**src/rtl/rr_tick_arbiter.sv**
```systemverilog
// rr_tick_arbiter: round-robin owner of one shared rollover counter.
// Each grant holds the counter enable until the owner has seen its requested
// number of rollovers, then pulses done and hands priority to the next index.
// Latency: request in IDLE -> grant next cycle; final rollover -> done next
// cycle; two dead cycles (DONE, IDLE) between consecutive grants.
// Backpressure: none; requests are level-held and non-owners simply wait.
// Optional macro RR_TICK_ARB_TIMEOUT_EN adds a per-grant watchdog (err pulse).
// Ports:
//   i_clk, i_reset        clock, synchronous active-high reset
//   i_req, i_req_len      per-requester request level and rollover count
//   o_gnt, o_done, o_err  one-hot grant, completion pulse, watchdog pulse
//   o_busy                high whenever not IDLE
//   o_cnt_enable          enable to the shared counter (== OR of o_gnt)
//   i_cnt_rollover        rollover from the shared counter
module rr_tick_arbiter #(
  parameter int N_REQ          = 4,
  parameter int LEN_W          = 8,
  parameter int TIMEOUT_CYCLES = 1024
) (
  input  logic                   i_clk,
  input  logic                   i_reset,
  input  logic [N_REQ-1:0]       i_req,
  input  logic [N_REQ*LEN_W-1:0] i_req_len,
  output logic [N_REQ-1:0]       o_gnt,
  output logic [N_REQ-1:0]       o_done,
  output logic                   o_err,
  output logic                   o_busy,
  output logic                   o_cnt_enable,
  input  logic                   i_cnt_rollover
);

  localparam int PTR_W = $clog2(N_REQ);

  typedef enum logic [1:0] {
    S_IDLE  = 2'd0,
    S_GRANT = 2'd1,
    S_DONE  = 2'd2
  } state_t;

  state_t           r_state, w_state_nxt;
  logic [PTR_W-1:0] r_ptr, w_ptr_nxt;
  logic [PTR_W-1:0] r_owner, w_owner_nxt;
  logic [LEN_W-1:0] r_remaining, w_remaining_nxt;
  logic [N_REQ-1:0] r_gnt, w_gnt_nxt;
  logic [N_REQ-1:0] r_done, w_done_nxt;

  logic             w_found;
  logic [PTR_W-1:0] w_win;
  logic [PTR_W-1:0] w_scan;
  logic [LEN_W-1:0] w_win_len;
  logic [PTR_W-1:0] w_owner_inc;
  logic             w_counted;

  // Rollovers only count while this arbiter actually enables the counter.
  assign w_counted   = i_cnt_rollover & o_cnt_enable;
  assign w_owner_inc = (r_owner == PTR_W'(N_REQ-1)) ? '0 : r_owner + 1'b1;

  // Scan upward from the priority pointer with wrap; first requester wins.
  always_comb begin
    w_found   = 1'b0;
    w_win     = r_ptr;
    w_scan    = r_ptr;
    w_win_len = '0;
    for (int k = 0; k < N_REQ; k++) begin
      if (!w_found && i_req[w_scan]) begin
        w_found = 1'b1;
        w_win   = w_scan;
      end
      w_scan = (w_scan == PTR_W'(N_REQ-1)) ? '0 : w_scan + 1'b1;
    end
    for (int i = 0; i < N_REQ; i++) begin
      if (w_win == PTR_W'(i)) begin
        w_win_len = i_req_len[i*LEN_W +: LEN_W];
      end
    end
  end

`ifdef RR_TICK_ARB_TIMEOUT_EN
  localparam int WD_W = $clog2(TIMEOUT_CYCLES+1);
  logic [WD_W-1:0] r_wdog, w_wdog_nxt;
  logic            r_err, w_err_nxt;
  assign o_err = r_err;
`else
  // The watchdog limit only matters when the watchdog is built in.
  logic w_unused_tmo;
  assign w_unused_tmo = (TIMEOUT_CYCLES != 0);
  assign o_err = 1'b0;
`endif

  always_comb begin
    w_state_nxt     = r_state;
    w_ptr_nxt       = r_ptr;
    w_owner_nxt     = r_owner;
    w_remaining_nxt = r_remaining;
    w_gnt_nxt       = r_gnt;
    w_done_nxt      = '0;
`ifdef RR_TICK_ARB_TIMEOUT_EN
    w_wdog_nxt      = r_wdog;
    w_err_nxt       = 1'b0;
`endif
    case (r_state)
      S_IDLE: begin
        if (w_found) begin
          w_state_nxt     = S_GRANT;
          w_owner_nxt     = w_win;
          w_gnt_nxt       = N_REQ'(1) << w_win;
          // A zero length still means one rollover.
          w_remaining_nxt = (w_win_len == '0) ? LEN_W'(1) : w_win_len;
`ifdef RR_TICK_ARB_TIMEOUT_EN
          w_wdog_nxt      = '0;
`endif
        end
      end
      S_GRANT: begin
        if (!i_req[r_owner]) begin
          // Abort: a dropped request beats a simultaneous final rollover.
          w_state_nxt     = S_DONE;
          w_gnt_nxt       = '0;
          w_ptr_nxt       = w_owner_inc;
          w_remaining_nxt = '0;
        end else if (w_counted && (r_remaining == LEN_W'(1))) begin
          w_state_nxt     = S_DONE;
          w_gnt_nxt       = '0;
          w_done_nxt      = r_gnt;
          w_ptr_nxt       = w_owner_inc;
          w_remaining_nxt = '0;
`ifdef RR_TICK_ARB_TIMEOUT_EN
        end else if (!w_counted && (r_wdog == WD_W'(TIMEOUT_CYCLES))) begin
          w_state_nxt     = S_DONE;
          w_gnt_nxt       = '0;
          w_err_nxt       = 1'b1;
          w_ptr_nxt       = w_owner_inc;
          w_remaining_nxt = '0;
`endif
        end else begin
          if (w_counted && (r_remaining != '0)) begin
            w_remaining_nxt = r_remaining - LEN_W'(1);
          end
`ifdef RR_TICK_ARB_TIMEOUT_EN
          w_wdog_nxt = w_counted ? '0 : r_wdog + 1'b1;
`endif
        end
      end
      S_DONE: begin
        w_state_nxt = S_IDLE;
      end
      default: begin
        w_state_nxt = S_IDLE;
        w_gnt_nxt   = '0;
      end
    endcase
  end

  always_ff @(posedge i_clk) begin
    if (i_reset) begin
      r_state     <= S_IDLE;
      r_ptr       <= '0;
      r_owner     <= '0;
      r_remaining <= '0;
      r_gnt       <= '0;
      r_done      <= '0;
`ifdef RR_TICK_ARB_TIMEOUT_EN
      r_wdog      <= '0;
      r_err       <= 1'b0;
`endif
    end else begin
      r_state     <= w_state_nxt;
      r_ptr       <= w_ptr_nxt;
      r_owner     <= w_owner_nxt;
      r_remaining <= w_remaining_nxt;
      r_gnt       <= w_gnt_nxt;
      r_done      <= w_done_nxt;
`ifdef RR_TICK_ARB_TIMEOUT_EN
      r_wdog      <= w_wdog_nxt;
      r_err       <= w_err_nxt;
`endif
    end
  end

  assign o_gnt        = r_gnt;
  assign o_done       = r_done;
  assign o_busy       = (r_state != S_IDLE);
  assign o_cnt_enable = |r_gnt;

endmodule

```
**config.mk**
```make
export PLATFORM = sky130hd
export DESIGN_NAME = rr_tick_arbiter
export DESIGN_NICKNAME = d
export VERILOG_FILES = /design/src/rtl/rr_tick_arbiter.sv
export SDC_FILE = /design/constraint.sdc
export NUM_CORES = 1
export LEC_CHECK = 0
export ABC_AREA = 1
export BUFFER_PORTS_ARGS = -buffer_cell sky130_fd_sc_hd__buf_2
export CAP_MARGIN = 40
export CELL_PAD_IN_SITES_DETAIL_PLACEMENT = 2
export CELL_PAD_IN_SITES_GLOBAL_PLACEMENT = 2
export CORE_ASPECT_RATIO = 1.2
export CORE_MARGIN = 1
export CORE_UTILIZATION = 23
export CTS_CLUSTER_DIAMETER = 50
export DETAILED_ROUTE_END_ITERATION = 10
export PLACE_DENSITY_LB_ADDON = 0.1
export SYNTH_ARGS = -nofsm -noshare
export SYNTH_HDL_FRONTEND = slang
export SYNTH_SLANG_ARGS = --single-unit
```
**constraint.sdc**
```tcl
create_clock -name i_clk -period 2.35 [get_ports i_clk]
set_input_delay 0.47 -clock i_clk [delete_from_list [all_inputs] [get_ports i_clk]]
set_output_delay 0.47 -clock i_clk [all_outputs]
set_load 0.02 [all_outputs]
```
Yosys cells after proc, flatten, opt, wreduce, memory -nomap -nowiden. Cells that the tools add are included. W data, S select, Z words.

Output and inout bits: 11. Flip-flop bits (word level): 22. Bits of input ports: 39. Logic and storage cells: 98.

Reduce and logical (&&, ||, !) cells: 21. Muxes and demuxes: 41. Add/subtract/negate cells: 5. Equality and inequality tests: 14. Magnitude comparators: 5. Bitwise logic cells: 5. Shift operators: 1.

Operators by type and width (number): $mux W8 (9); $mux W2 (12); $pmux W8 S2 (1); $lt A2 B3 Y1 const B (5); $eq A2 B2 Y1 const B (7); $mux W4 (3); $pmux W4 S3 (1); $bmux W1 S2 (5); $mux W1 (9); $add A2 B1 Y2 const B (4); $eq A8 B1 Y1 const B (1); $logic_not A8 Y1 (1); $reduce_bool A8 Y1 (1); $reduce_or A4 Y1 (2); $sub A8 B1 Y8 const B (1); $reduce_and A2 Y1 (3); $reduce_and A3 Y1 (2); $logic_and A1 B1 Y1 (5); $eq A2 B1 Y1 const B (2); $logic_not A2 Y1 (2); $ne A4 B4 Y1 const B (1); $not A1 Y1 (4); $pmux W2 S2 (1); $reduce_bool A2 Y1 (2); other kinds (6) (8).

Logic depth before layout (Yosys ltp). Gate-level depths: netlist of the first run.

Depth after elaboration: 21. Mapped depth: 22. Depth with buffers taken out: 22.

Worst setup path before layout of the first run. OpenSTA, ideal clock, no wires.

Kind: flip-flop to flip-flop. Start point: reg r_ptr[0]. End point: reg r_remaining[0]. Period minus slack after synthesis: 2.374 ns. Cell stages (with the launch flop): 21. Setup time: 0.119 ns. Data arrival time: 2.255 ns. Data required time: 2.231 ns. Slack: -0.024 ns. Path buffers: 1. Cell sequence: dfxtp_1 > ha_1 > inv_1 > nand2_1 > nand3_1 > nand2_2 > nor2_4 > nand2_2 > nor2_1 > inv_1 > nand2_2 > buf_4 > nand3_1 > nand3_1 > nand2_1 > nand2_1 > nor2_1 > nand2_1 > nand2_1 > nand2_1 > a21oi_1.

Word-level cells in the longest chain between the ends: 21. Elaborated cells on any way between the ends: 44. Classes of those cells: add/sub: 3; eq/ne: 7; mux: 25; reduce/logical: 9.

RTL lines: start: declaration (RTL line 41) `logic [PTR_W-1:0] r_ptr, w_ptr_nxt;`; start signal: assignment (RTL line 168) `r_ptr <= w_ptr_nxt;`; branches (longest 21 deep; another with $add A2 B1 Y2); end signal: assignment (RTL line 170) `r_remaining <= w_remaining_nxt;`; end: declaration (RTL line 43) `logic [LEN_W-1:0] r_remaining, w_remaining_nxt;`.

Several ways; the timed one is not identified. The select of a mux whose other input is x is not followed. A chain may end at the register's enable or synchronous reset.

Final worst setup path of the first run. Ends and elaborated chain as after synthesis.

==> reports/qor.csv, run 1 <==
metric,value,unit
synth_cells,291,
ir_worst_vdd,0.629,mV
die_h,96.5,um
power,5600,uW
fmax,405,MHz
drive_above_1_share,0.443,
core_area,7230,um2
nFillCells,894,
clkTransAtPathRegs,0.10,ns
cts_buffers,3,
drtAntennaViolNets,0,
netlist_area,1710,um2
track_usage,0.203,
finalHoldViolCount,0,
drc,0,
finalCriticalPeriod,2.47,ns
final_cells,485,
nNetsFinal,439,
drv_slew,0,
chipWidth,80.8,um
wl,7820,um
rows,34,
via_per_inst,4.79,
worst_clock_skew,0.00691,ns
final.period_utilization,1.05,
drt_iter0_drc,24,
hp-class,input port to flop,
crit_chain,ha_4 -> inv_4 -> nand2_4 -> nand2_4 -> nand2_4 -> nand2_4 -> nor2_4 -> nand2_4 -> a21oi_4 -> nand2_8 -> or2_1 -> nand2_1 -> nand2_1 -> nor2_1 -> nand2_1 -> nand2_1 -> nand2_1 -> a21oi_1,
cp-end-kind,flop,
status,finished with violations,
grt_pass1_wl,11800,um
worstPathMaxFanout,6,
dieArea,7800,um2
mostFrequentLayoutCell,buf_4,
final_area,2870,um2
synth_fp_nets,334,
cts_hold_buffers,0,
seq_area_frac_synth,0.257,
max-clock-path-buffers,2,
routabilityCongestion,0.771,
port_buffers,48,
path_class,flop to flop,
dr.pass1.iters,4,
worstPathRequired,2.57,ns
clock-root-buffer,clkbuf_8,
critPathMaxStageDelay,0.37,ns
leakagePower,0.00144,uW
violations,negative setup slack,
setup_slack,-0.119,ns
clkLatencyLatePin,0.29,ns
final_cell_mix,"51 x buf_4, 48 x buf_2, 44 x nand2_1",
ios,50,
grt_pass1_vias,2499,
drv_cap,0,
yosys_warnings,0,
antenna_found_initial,0,
placed_area,2330,um2
cts.sinks,22,
syn_to_final_growth,67.6,%
hold_ws,0.470,ns
startpoint_type,flop,
cpLargestDelayFamily,simple AND/OR/NAND/NOR gates,
grt.overflow.total,0,
cellPowerDensity,1950,nW/um2
synth_cell_types,26,
wl_per_cell,16.1,um
vias,2321,
slowest_stage,dfxtp_4,
diodes,0,
cts_tree,yes,
syn_avg_cell_area,5.89,um2
dpl.cell_count,461,
setup_viol,5,
dp_hpwl,5510,um
start_util,0.237,
cp.buffers_inverters,1,
final_util,0.397,
grt_max_degree,14,
rsz0062_at_grt,yes,
synth_seq_cells,22,
htreeDepth,1,
critPathArrivalTime,2.69,ns
==> kinds of logic after synthesis <==
family | Yosys count | synth area share
buffers and inverters | 45 | 0.110
flip-flops | 22 | 0.257
other | 1 | 0.00219
adder cells (fa/ha/maj) | 4 | 0.0292
AND/OR/NAND/NOR | 162 | 0.417
XOR/XNOR | 5 | 0.0256
AO/OA/AOI/OAI | 52 | 0.159
==> cells in the mapped netlist (all sizes together) <==
| cell type | n | share of area |
|---|---|---|
| nand2 | 74 | 0.18 |
| nor2 | 41 | 0.094 |
| nand3 | 39 | 0.11 |
| inv | 38 | 0.083 |
| a21oi | 26 | 0.078 |
| o21ai | 23 | 0.067 |
| dfxtp | 22 | 0.26 |
| buf | 5 | 0.023 |
| ha | 4 | 0.029 |
| nand4 | 4 | 0.015 |
| xor2 | 3 | 0.015 |
| clkbuf | 2 | 0.0044 |
| nor3 | 2 | 0.0058 |
| or2 | 2 | 0.0073 |
| xnor2 | 2 | 0.010 |
| a31oi | 1 | 0.0037 |
| conb | 1 | 0.0022 |
| o21bai | 1 | 0.0044 |
| o32ai | 1 | 0.0051 |
==> metrics by stage <==
| step | setup WS (ns) | setup TNS, ns |
|---|---|---|
| after floorplan | 0.0214 | 0 |
| after global placement | -0.144 | -0.434 |
| after detailed placement | -0.288 | -1.29 |
| after CTS | -0.0237 | -0.0443 |
| after global routing | -0.273 | -1.24 |
| final | -0.119 | -0.368 |
==> routing by layer <==
layer / up-vias / global-route usage / wire length, um
li1: 1147 / - / -
met3: 20 / 0.0225 / 159
met5: - / 0 / 0
met2: 46 / 0.419 / 4390
met1: 1108 / 0.207 / 2990
met4: 0 / 0.0610 / 278
==> worst register-to-register path, delay by kind of cell (launching register included) <==
| kind | cells | cell delay, ns |
|---|---|---|
| compound gates | 2 | 0.40 |
| flops | 1 | 0.37 |
| simple gates | 14 | 1.29 |
| buf+inv | 1 | 0.06 |
| fa+ha+maj | 1 | 0.30 |
==> where the power goes <==
group	internal (uW)	leakage, uW	switching, uW
clock network	229	0.0000357	155
logic	2070	0.00122	2550
registers	495	0.000182	104
==> sequential cells by signal, indices dropped and copies added, names as in the netlist <==
signal	count
r_owner	2
o_gnt	4
r_ptr	2
r_state	2
r_remaining	8
o_done	4
==> final timing paths <==
check | startpoint | endpoint | slack (ns) | depth (start not counted)
setup / recovery | r_ptr[0] | r_remaining[0] | -0.12 | 18
hold / removal | i_reset | r_state[0] | 0.47 | 2
setup reg to reg | r_ptr[0] | r_remaining[0] | -0.12 | 18
hold reg to reg | o_gnt[3] | o_gnt[3] | 0.49 | 2
==> layout make-up <==
class | instances | area [um2] | area share
Multi-Input combinational cell | 225 | 1370 | 0.478
Timing Repair Buffer | 106 | 714 | 0.249
Sequential cell | 22 | 445 | 0.155
Inverter | 38 | 155 | 0.0541
Tap cell | 90 | 113 | 0.0392
Clock buffer | 3 | 41.3 | 0.0144
Clock inverter | 1 | 30.0 | 0.0105
==> timing repair <==
item                                    in CTS  in global routing
resized for setup                           63                 23
pin swaps                                   36                 23
gates cloned                                 1                  0
endpoints found under the setup margin       8                  9
endpoints found under the hold margin        0                  0
setup buffers                               13                  6
Note: power is estimated with default switching activity, not from simulation.
==> run 2, diff against run 1 <==
- CORE_MARGIN: 1 -> 8
- CORE_UTILIZATION: 23 -> 26
- PLACE_DENSITY: default -> 0.91
- PLACE_DENSITY_LB_ADDON: 0.1 -> default
- clock period: 2.35 -> 2.5 ns (I/O delays scaled with it)
==> run 2 against run 1 <==
Effect of this change:
- the flow still finishes with violations (negative setup slack)
- register-to-register slack lost 0.05 ns
- via count shrank 0.47%
- first-iteration DRC count grew 130%
- core utilization grew 3.1 points
- wire length grew 19%
- flip-flop and latch count is the same
- global-route usage shrank 3.4 points
- design area shrank 4.6%
- largest cell class unchanged
==> reports/qor.csv, run 2 (synthesized netlist as in run 1, its figures left out) <==
metric,value,unit,change
status,finished with violations,,
violations,negative setup slack,,
final.period_utilization,1.07,,+0.0168
clock-root-buffer,clkbuf_8,,
crit_chain,ha_4 -> buf_6 -> nand3_2 -> nand2_2 -> nand2_4 -> nand2_2 -> nand2_2 -> nand2_2 -> nand2_4 -> a21oi_4 -> buf_4 -> nor2_1 -> nand2_1 -> nand4_1 -> nor2_1 -> nand2_1 -> nand2_1 -> nand2_1 -> a21oi_1,,
grt_pass1_wl,13100,um,+11%
finalCriticalPeriod,2.67,ns,+0.199 ns
routed.top_layer,met4,,
top_register,r_remaining,,
rsz0062_at_grt,yes,,
wl,9310,um,+19%
worstPathMaxFanout,3,,-3
cpLargestDelayFamily,simple AND/OR/NAND/NOR gates,,
nFillCells,768,,-14%
drc,0,,unchanged
multi_input_area,1400,um2,+2.1%
final_cell_mix,"48 x buf_2, 40 x nand2_1, 33 x inv_1",,
die_h,105,um,+8.7%
start_util,0.267,,+0.0305
setup_viol,2,,-3
seqCellArea,448,um2,+0.56%
clkTransAtPathRegs,0.09,ns,about the same
mostFrequentLayoutCell,buf_2,,
vias,2310,,-0.47%
clkLatencyLatePin,0.27,ns,-0.02 ns
dr.pass1.iters,4,,unchanged
hold_ws,0.499,ns,+0.0285 ns
met2_length,5350,um,+22%
setup_slack,-0.169,ns,-0.0495 ns
hold_depth,2,,unchanged
wl_met3,186,um,+17%
finalHoldViolCount,0,,unchanged
diodes,0,,unchanged
syn_to_final_growth,59.9,%,
critPathMaxStageDelay,0.37,ns,about the same
grt.overflow.total,0,,unchanged
port_buffers,48,,unchanged
drt_iter0_drc,54,,+130%
track_usage,0.168,,-0.0344
htreeDepth,1,,unchanged
chipWidth,90.1,um,+12%
core_area,6410,um2,-11%
worst_clock_skew,0.00779,ns,+0.000887 ns
m1WireLength,3490,um,+17%
cp_num_cells,19,,+1
reg2regPathDepth,19,,+1
antenna_found_initial,0,,unchanged
grt_pass1_vias,2723,,+9.0%
path_class,flop to flop,,
nNetsFinal,415,,-5.5%
cp-end-kind,flop,,
cts_buffers,3,,unchanged
startpoint_type,flop,,
ios,50,,unchanged
drv_cap,0,,unchanged
worstPathRequired,2.71,ns,+0.14 ns
grt_max_degree,14,,unchanged
critPathArrivalTime,2.87,ns,+0.18 ns
rows,32,,-5.9%
routabilityCongestion,0.837,,+8.6%
drtAntennaViolNets,0,,unchanged
dp_hpwl,5940,um,+7.9%
dieArea,9450,um2,+21%
wl_per_cell,20.4,um,+27%
largest_register_ffs,8,,unchanged
cts_tree,yes,,
post-place-ws,-0.220,ns,+0.0677 ns
max-clock-path-buffers,2,,unchanged
hp-class,flop to flop,,
drv_slew,0,,unchanged
via_per_inst,5.07,,+5.9%
fmax,375,MHz,-7.5%
drive_above_1_share,0.420,,-0.0226
cts.sinks,22,,unchanged
cp.buffers_inverters,2,,+1
slowest_stage,dfxtp_4,,
==> run 2: cell count changes in the layout (fill, tap and decap cells not counted), moves of 2 or more <==
cell,change
nand3_2,+2
nand3_1,-2
nand2_4,+3
nand2_1,-4
buf_4,-23
==> run 2: repair_timing <==
action	in CTS	in global routing
hold buffers	0	0
buffers inserted	12	9
setup endpoints to repair	2	3
resized for setup	54	46
pin swaps	21	27
==> run 2: final timing paths <==
path | start | slack (ns) | endpoint
max | r_ptr[0] | -0.17 | r_remaining[0]
min | o_gnt[2] | 0.50 | o_done[2]
max reg2reg | r_ptr[0] | -0.17 | r_remaining[0]
min reg2reg | o_gnt[2] | 0.50 | o_done[2]
==> run 2: final cells by class <==
type / count / area share
clock inverter: 1 / 0.0110
inverter: 38 / 0.0594
tap: 85 / 0.0388
clock buffer: 3 / 0.0151
timing repair buffer: 83 / 0.201
multi-input combinational: 224 / 0.511
sequential: 22 / 0.164
==> run 2: layer usage <==
metal  track usage  up-vias
met5             0        -
met4        0.0715        0
met3        0.0279       23
met2         0.337       42
met1         0.164     1143
li1              -     1102
==> run 2: worst reg2reg max path, delay by kind of cell, from the launching register on <==
kind / cells / cell delay (ns)
buf+inv: 2 / 0.30
simple gates: 14 / 1.26
compound gates: 2 / 0.36
fa+ha+maj: 1 / 0.31
flops: 1 / 0.37
==> run 2: per-stage QoR <==
step            util  std cells  TNS [ns]  area, um2
5_1_grt        0.428        456    -0.808       2740
6_report       0.428        456    -0.228       2740
3_5_place_dp   0.333        431    -0.220       2130
3_3_place_gp   0.333        431  -0.00246       2130
2_1_floorplan      -        291         0       1710
4_1_cts        0.389        447         0       2490
Power of run 2 is not shown: default switching activity piles up to over one toggle a cycle in this logic, so the estimate is an artifact.
